$ cat src/rtl/fc_pkg.sv
// rtl/fc_pkg.sv - FSM state type and accumulator sizing helper for fc_neuron_mac
package fc_pkg;

  typedef enum logic [1:0] {
    IDLE = 2'd0,
    MAC  = 2'd1,
    OUT  = 2'd2
  } fc_state_t;

  // Narrowest accumulator that cannot wrap: full product plus growth over n_in terms plus bias headroom.
  function automatic int fc_min_acc_w(input int data_w, input int n_in);
    return 2 * data_w + $clog2(n_in) + 1;
  endfunction

endpackage

$ cat src/rtl/fc_act.sv
// rtl/fc_act.sv - combinational activation: ReLU clamp to unsigned range when FC_RELU_EN, else signed saturation
module fc_act #(
  parameter int DATA_W = 8,
  parameter int ACC_W  = 20
) (
  input  logic signed [ACC_W-1:0]  acc,
  output logic        [DATA_W-1:0] y
);

`ifdef FC_RELU_EN
  localparam logic signed [ACC_W-1:0] HI = ACC_W'((2 ** DATA_W) - 1);

  always_comb begin
    if (acc[ACC_W-1])
      y = '0;
    else if (acc > HI)
      y = '1;
    else
      y = acc[DATA_W-1:0];
  end
`else
  localparam logic signed [ACC_W-1:0] HI = ACC_W'((2 ** (DATA_W - 1)) - 1);
  localparam logic signed [ACC_W-1:0] LO = ~HI;

  always_comb begin
    if (acc > HI)
      y = HI[DATA_W-1:0];
    else if (acc < LO)
      y = LO[DATA_W-1:0];
    else
      y = acc[DATA_W-1:0];
  end
`endif

endmodule

$ cat src/rtl/fc_neuron_mac.sv
// rtl/fc_neuron_mac.sv - sequential one-MAC-per-cycle neuron with bias and activation (FC_RELU_EN selects ReLU)
module fc_neuron_mac
  import fc_pkg::*;
#(
  parameter int N_IN   = 8,
  parameter int DATA_W = 8,
  parameter int ACC_W  = 20
) (
  input  logic                          clk,
  input  logic                          rst,
  input  logic                          in_valid,
  output logic                          in_ready,
  input  logic [N_IN-1:0][DATA_W-1:0]   pixels,
  input  logic [N_IN*DATA_W-1:0]        weights,
  input  logic [ACC_W-1:0]              bias,
  output logic                          out_valid,
  input  logic                          out_ready,
  output logic [DATA_W-1:0]             result
);

  localparam int IDX_W  = (N_IN > 1) ? $clog2(N_IN) : 1;
  localparam int PROD_W = 2 * DATA_W + 1;
  localparam logic [IDX_W-1:0] LAST_IDX = IDX_W'(N_IN - 1);

  generate
    if (ACC_W < fc_min_acc_w(DATA_W, N_IN)) begin : g_acc_w_check
      $error("fc_neuron_mac: ACC_W is too narrow for DATA_W and N_IN");
    end
  endgenerate

  fc_state_t state, state_next;

  logic [N_IN*DATA_W-1:0] pix_q;
  logic [N_IN*DATA_W-1:0] w_q;
  logic signed [ACC_W-1:0] acc;
  logic [IDX_W-1:0] idx;
  logic [DATA_W-1:0] result_q;

  logic signed [PROD_W-1:0] prod;
  logic signed [ACC_W-1:0] sum;
  logic [DATA_W-1:0] act_y;

  // Operands shift down one element per MAC, so element 0 is always pixel[idx]/weight[idx].
  always_comb begin
    prod = PROD_W'($signed({1'b0, pix_q[DATA_W-1:0]})) * PROD_W'($signed(w_q[DATA_W-1:0]));
    sum  = acc + ACC_W'(prod);
  end

  fc_act #(
    .DATA_W (DATA_W),
    .ACC_W  (ACC_W)
  ) u_act (
    .acc (sum),
    .y   (act_y)
  );

  always_ff @(posedge clk) begin
    if (rst)
      state <= IDLE;
    else
      state <= state_next;
  end

  always_comb begin
    state_next = state;
    case (state)
      IDLE:    if (in_valid) state_next = MAC;
      MAC:     if (idx == LAST_IDX) state_next = OUT;
      OUT:     if (out_ready) state_next = IDLE;
      default: state_next = IDLE;
    endcase
  end

  always_comb begin
    in_ready  = (state == IDLE);
    out_valid = (state == OUT);
  end

  always_ff @(posedge clk) begin
    if (rst) begin
      pix_q    <= '0;
      w_q      <= '0;
      acc      <= '0;
      idx      <= '0;
      result_q <= '0;
    end else begin
      case (state)
        IDLE: begin
          if (in_valid) begin
            pix_q <= pixels;
            w_q   <= weights;
            acc   <= $signed(bias);
            idx   <= '0;
          end
        end
        MAC: begin
          acc   <= sum;
          idx   <= idx + IDX_W'(1);
          pix_q <= pix_q >> DATA_W;
          w_q   <= w_q >> DATA_W;
          if (idx == LAST_IDX)
            result_q <= act_y;
        end
        default: ;
      endcase
    end
  end

  assign result = result_q;

endmodule

$ cat config.mk
export PLATFORM = sky130hd
export DESIGN_NAME = fc_neuron_mac
export DESIGN_NICKNAME = d
export VERILOG_FILES = /design/src/rtl/fc_pkg.sv /design/src/rtl/fc_act.sv /design/src/rtl/fc_neuron_mac.sv
export SDC_FILE = /design/constraint.sdc
export NUM_CORES = 1
export LEC_CHECK = 0
export CAP_MARGIN = 5
export CORE_ASPECT_RATIO = 0.5
export CORE_MARGIN = 1.5
export CORE_UTILIZATION = 50
export CTS_CLUSTER_SIZE = 8
export DETAILED_ROUTE_END_ITERATION = 10
export PLACE_DENSITY = 0.78
export SYNTH_ARGS = -nofsm -noshare
export SYNTH_HDL_FRONTEND = slang
export SYNTH_SLANG_ARGS = --single-unit
$ cat constraint.sdc
create_clock -name clk -period 5.67 [get_ports clk]
set_input_delay 1.134 -clock clk [delete_from_list [all_inputs] [get_ports clk]]
set_output_delay 1.134 -clock clk [all_outputs]
set_load 0.03 [all_outputs]
### After elaboration in Yosys (flattened, before gate mapping)

Index checks and enable logic that the tools add are counted.

* bits in registers: 161
* output and inout bits: 10

* add/sub/neg operators: 2
* multiply operators: 1
* order comparisons: 2
* equal/unequal tests: 6
* multiplexer cells: 14
* reductions and logical operators: 5

Operators with widths (count)
* case mux 64 bit (2 select lines): 2
* 2-to-1 mux 64 bit: 2
* case mux 20 bit (2 select lines): 1
* adder 20 x 17 -> 20 bit: 1
* > comparator 20 x 8 -> 1 bit (second input constant): 1
* < comparator 20 x 8 -> 1 bit (second input constant): 1
* 2-to-1 mux 20 bit: 1
* multiplier 9 x 8 -> 17 bit: 1
* 2-to-1 mux 8 bit: 2
* 2-to-1 mux 2 bit: 3
* case mux 2 bit (3 select lines): 1
* case mux 3 bit (2 select lines): 1
* inequality test 2 bit (second input constant): 2
* AND reduction 2 bit: 2
* adder 3 x 1 -> 3 bit (second input constant): 1
* == test 3 bit (second input constant): 1
* 2-to-1 mux 3 bit: 1
* AND reduction 3 bit: 1
* == test 2 x 1 -> 1 bit (second input constant): 1
* == test 2 bit (second input constant): 1
* logical NOT 2 bit: 1
* inequality test 2 x 1 -> 1 bit (second input constant): 1
* nonzero test 2 bit: 1

### Longest topological paths before layout

* depth in word-level cells: 5
* gate-level depth with buffers: 20
* mapped depth without buffers: 19

### Hierarchy

Synthesis repeated with hierarchy kept, for this count alone.

* cell total of the unflattened synthesis: 1428
* area total of the unflattened synthesis: 10600.2 um2

By module, submodules not included
* fc_neuron_mac: times used 1, cells each 1412, area each 10478.8 um2, sequential area each 3223.1 um2
* fc_act: times used 1, cells each 16, area each 121.4 um2, sequential area each 0.0 um2

### Least setup slack after synthesis

OpenSTA, ideal clock, no wires.

* path type: register to register
* from: register pix_q[4]
* to: register result_q[1], in the netlist result[1]
* library setup time: 0.092 ns
* arrival time: 5.284 ns
* data required time: 5.578 ns
* setup slack: 0.293 ns
* stages on the path, launching flop included: 20
* path buffers: 1
* period minus slack after synthesis: 5.377 ns
* cell sequence: dfxtp_1 > clkbuf_1 > nand2b_1 > fa_1 > inv_1 > fa_1 > inv_1 > fa_1 > inv_1 > fa_1 > ha_1 > ha_1 > a21o_1 > a2111oi_4 > a2111oi_4 > a221oi_2 > xor2_1 > and4_1 > a31o_4 > o32ai_1

* longest elaborated chain between the ends: 5
* elaborated cells between the ends (all ways): 6
* those cells by class: add/sub (1); mul (1); order compare (2); mux (2)

Ends and longest elaborated chain
* from (decl): RTL line fc_neuron_mac.sv:33 `logic [N_IN*DATA_W-1:0] pix_q;`
* from (signal assigned): RTL line fc_neuron_mac.sv:90 `pix_q <= pixels;`
* from (signal assigned): RTL line fc_neuron_mac.sv:99 `pix_q <= pix_q >> DATA_W;`
* multiplier 9 x 8 -> 17 bit *: RTL line fc_neuron_mac.sv:45 `prod = PROD_W'($signed({1'b0, pix_q[DATA_W-1:0]})) * PROD_W'($signed(w_q[DATA_W-1:0]));`
* adder 20 x 17 -> 20 bit *: RTL line fc_neuron_mac.sv:46 `sum = acc + ACC_W'(prod);`
* < comparator 20 x 8 -> 1 bit: RTL line fc_act.sv:28 `else if (acc < LO)`
* 2-to-1 mux 8 bit: RTL line fc_act.sv:28
* 2-to-1 mux 8 bit *: RTL line fc_act.sv:26 `if (acc > HI)`
* to (signal assigned): RTL line fc_neuron_mac.sv:102 `result_q <= act_y;`
* to (decl): RTL line fc_neuron_mac.sv:37 `logic [DATA_W-1:0] result_q;`

Mark *: on every way between the ends. The rest lies on a longest branch, timed or not.
A chain may end at the register's enable or synchronous reset.

### Worst setup path after layout

* from: register pix_q[5]
* to: register result_q[5], in the netlist result[5]

Same word-level chain as after synthesis.

==> results.json <==
{
  "pwr-share-clk_pct": 32.8,
  "clock_skew_ns": 0.00976,
  "hold_viol": 0,
  "grt_usage_pct": 26.2,
  "fillers": 1816,
  "holdWs_ns": 0.464,
  "synth_adder_area_share_pct": 16.7,
  "synthesis.instances": 1461,
  "critPathCaptureType": "flop",
  "grt.overflow.total": 0,
  "antenna_found_initial": 2,
  "cp-start-kind": "flop",
  "worst_pin_slew_ns": 1.24,
  "setup_tns_ns": 0,
  "core_mm2": 0.0208,
  "yosys.area.top_type": "dfxtp_1",
  "place_ws_ns": -0.0535,
  "synth_xor_area_share_pct": 1.25,
  "power_mw": 4.02,
  "dp_hpwl_um": 20400,
  "cts_hold_buf": 0,
  "cts_setup_buffers": 0,
  "die-area_mm2": 0.0225,
  "required_ns": 6.00,
  "ir_worst_vdd_mv": 0.207,
  "grt_pass1_vias": 9444,
  "leakage_nw": 5.93,
  "layout_common_cells": "431 x nor2_1, 159 x clkdlybuf4s50_1, 146 x dfxtp_1",
  "max-cap-violations": 0,
  "slew_viol_final": 0,
  "clkSlewWorstSetupHoldPaths_ns": 0.07,
  "grt_max_degree": 140,
  "gr-usage-met3_pct": 4.01,
  "pwr-share-comb_pct": 34.6,
  "die_w_um": 211,
  "synth_top_area_share_pct": 29.9,
  "wirelength_um": 29100,
  "final_common_cell": "nor2_1",
  "syn_area_mm2": 0.0108,
  "switching_share_pct": 33.7,
  "synth_top_family_by_area": "simple AND/OR/NAND/NOR gates",
  "async_reset_ff_share_pct": 0,
  "seqPwrFrac_pct": 32.6,
  "seq_area_frac_synth_pct": 29.9,
  "switchingPower_mw": 1.36,
  "num-nets-final": 1815,
  "finalInstanceArea_mm2": 0.0133,
  "initial_utilization_pct": 51.7,
  "worstPathMaxFanout": 7,
  "insertion_delay_ns": 0.43,
  "synth_compound_gate_area_share_pct": 12.9,
  "ios": 162,
  "wl_per_cell_um": 15.9,
  "cts_htree_levels": 4,
  "setup_slack_ns": 0.130,
  "ant_nets": 0,
  "ys.flop_type": "dfxtp_1",
  "cts_buffers": 17,
  "yosysWarnings": 0,
  "syn_area_per_cell_um2": 7.38,
  "worstSetupPathType": "flop to flop",
  "grt_pass1_wl_um": 46800,
  "synthMuxAreaShare_pct": 0.279,
  "synth.distinct_cells": 57,
  "gp_congestion": 0.867,
  "clock_path_buffers": 2,
  "synth-simple-area-share_pct": 32.6,
  "fmax_mhz": 180,
  "drive_gt1_share_pct": 6.40,
  "vias_per_cell": 5.42,
  "cts_root_buf": "clkbuf_16",
  "first_iter_violations": 669,
  "port_buffers": 161,
  "dp_cells": 1804,
  "utilization_pct": 63.7,
  "dr.pass1.iters": 5,
  "dr_total_vias": 9955,
  "num_rows": 37,
  "status": "complete, no violations",
  "syn_nets": 1726,
  "ys_ff_latch": 161,
  "placed_area_mm2": 0.0125,
  "top_usage_layer": "met2",
  "clkSinkCount": 161,
  "use_met1_pct": 36.2,
  "grtUsageMet2_pct": 42.5,
  "powerDensity_mw_per_mm2": 303,
  "synth_edf_count": 0,
  "areaGrowthSynthToFinish_pct": 23.2,
  "setup_viol": 0,
  "critPathArrivalTime_ns": 5.87,
  "cts_tree": "done",
  "yosys-top-cells-area": "dfxtp_1 30%, nor2_1 15%, fa_1 9.5%, ha_1 7.2%, nor2b_1 7.1%",
  "p_int_mw": 2.67,
  "drc_errors": 0,
  "max_slew_margin_pct": 17.0,
  "period_minus_slack_ns": 5.54,
  "hold_class": "flop to flop",
  "die_y_um": 107,
  "fin_crit_sh_pct": 97.7,
  "final_cells": 1838
}
-- per-layer routing --
layer	vias up	wire length (µm)
li1	4936	-
met1	4710	13400
met2	268	13700
met3	41	1430
met4	0	605
met5	-	0
-- power groups by stage --
stage,sequential (mW),combinational [mW],clock (mW)
global route,1.33,1.56,1.38
detailed placement,1.33,1.31,0
CTS,1.31,1.32,1.33
floorplan,1.30,0.954,0
finish,1.31,1.39,1.32
global placement,1.33,1.27,0
-- registers in the layout (all words and copies together), names as in the netlist --
name	count
pix_q	64
w_q	64
acc	20
result	8
idx	3
state	2
-- path summary, 6_finish.rpt --
check | slack (ns) | depth (start not counted) | end | startpoint
max | 0.13 | 18 | result[5] | pix_q[5]
min reg2reg | 0.46 | 2 | acc[6] | acc[6]
max reg2reg | 0.13 | 18 | result[5] | pix_q[5]
min | 0.46 | 2 | acc[6] | acc[6]
-- final cells by class --
cell class	instances	area (µm²)	area share, %
clock buffer	19	443	3.34
sequential	161	3260	24.5
multi-input combinational	1117	6970	52.5
tap	273	342	2.57
clock inverter	13	220	1.66
timing repair buffer	182	1780	13.4
antenna	2	5.00	0.0377
inverter	71	267	2.01
-- repair_timing --
item / in CTS / in global routing
resized for setup: 5 / 25
pin swaps: 1 / 12
endpoints found under the setup margin: 7 / 8
-- worst max-delay path: stages, from the launching register on --
cell and delay (ns):
dfxtp_2 0.38, buf_4 0.15, nand2_1 0.07, fa_1 0.52
inv_1 0.05, fa_1 0.53, fa_1 0.45, fa_1 0.47
fa_1 0.52, ha_4 0.32, and3_1 0.21, a2bb2oi_4 0.08
buf_4 0.15, a2111oi_4 0.43, a221oi_2 0.13, xor2_2 0.22
and4_1 0.19, a31o_4 0.28, o32ai_1 0.28
-- cell usage after synthesis, drive strengths merged, types with 2 or more instances --
cell type,instances
nor2,432
dfxtp,161
a21oi,131
nor3,123
nor2b,122
clkbuf,100
inv,71
ha,62
fa,51
nand2,49
a22oi,28
and2,23
a211oi,13
buf,12
xnor2,8
o32ai,7
a21o,6
and3,5
o21ai,5
a2111oi,4
nand2b,4
nand3,4
xor2,4
a311oi,3
mux2i,3
o21bai,3
or3,3
a31oi,2
nor3b,2
nor4,2
o211ai,2
o21ba,2
-- cells by family after synthesis --
| logic type | after synthesis |
|---|---|
| AND/OR/NAND/NOR | 775 |
| AO/OA/AOI/OAI | 213 |
| buffers and inverters | 183 |
| flip-flops | 161 |
| adder cells (fa/ha/maj) | 113 |
| XOR/XNOR | 13 |
| multiplexers | 3 |
Note: power is estimated with default switching activity, not from simulation.
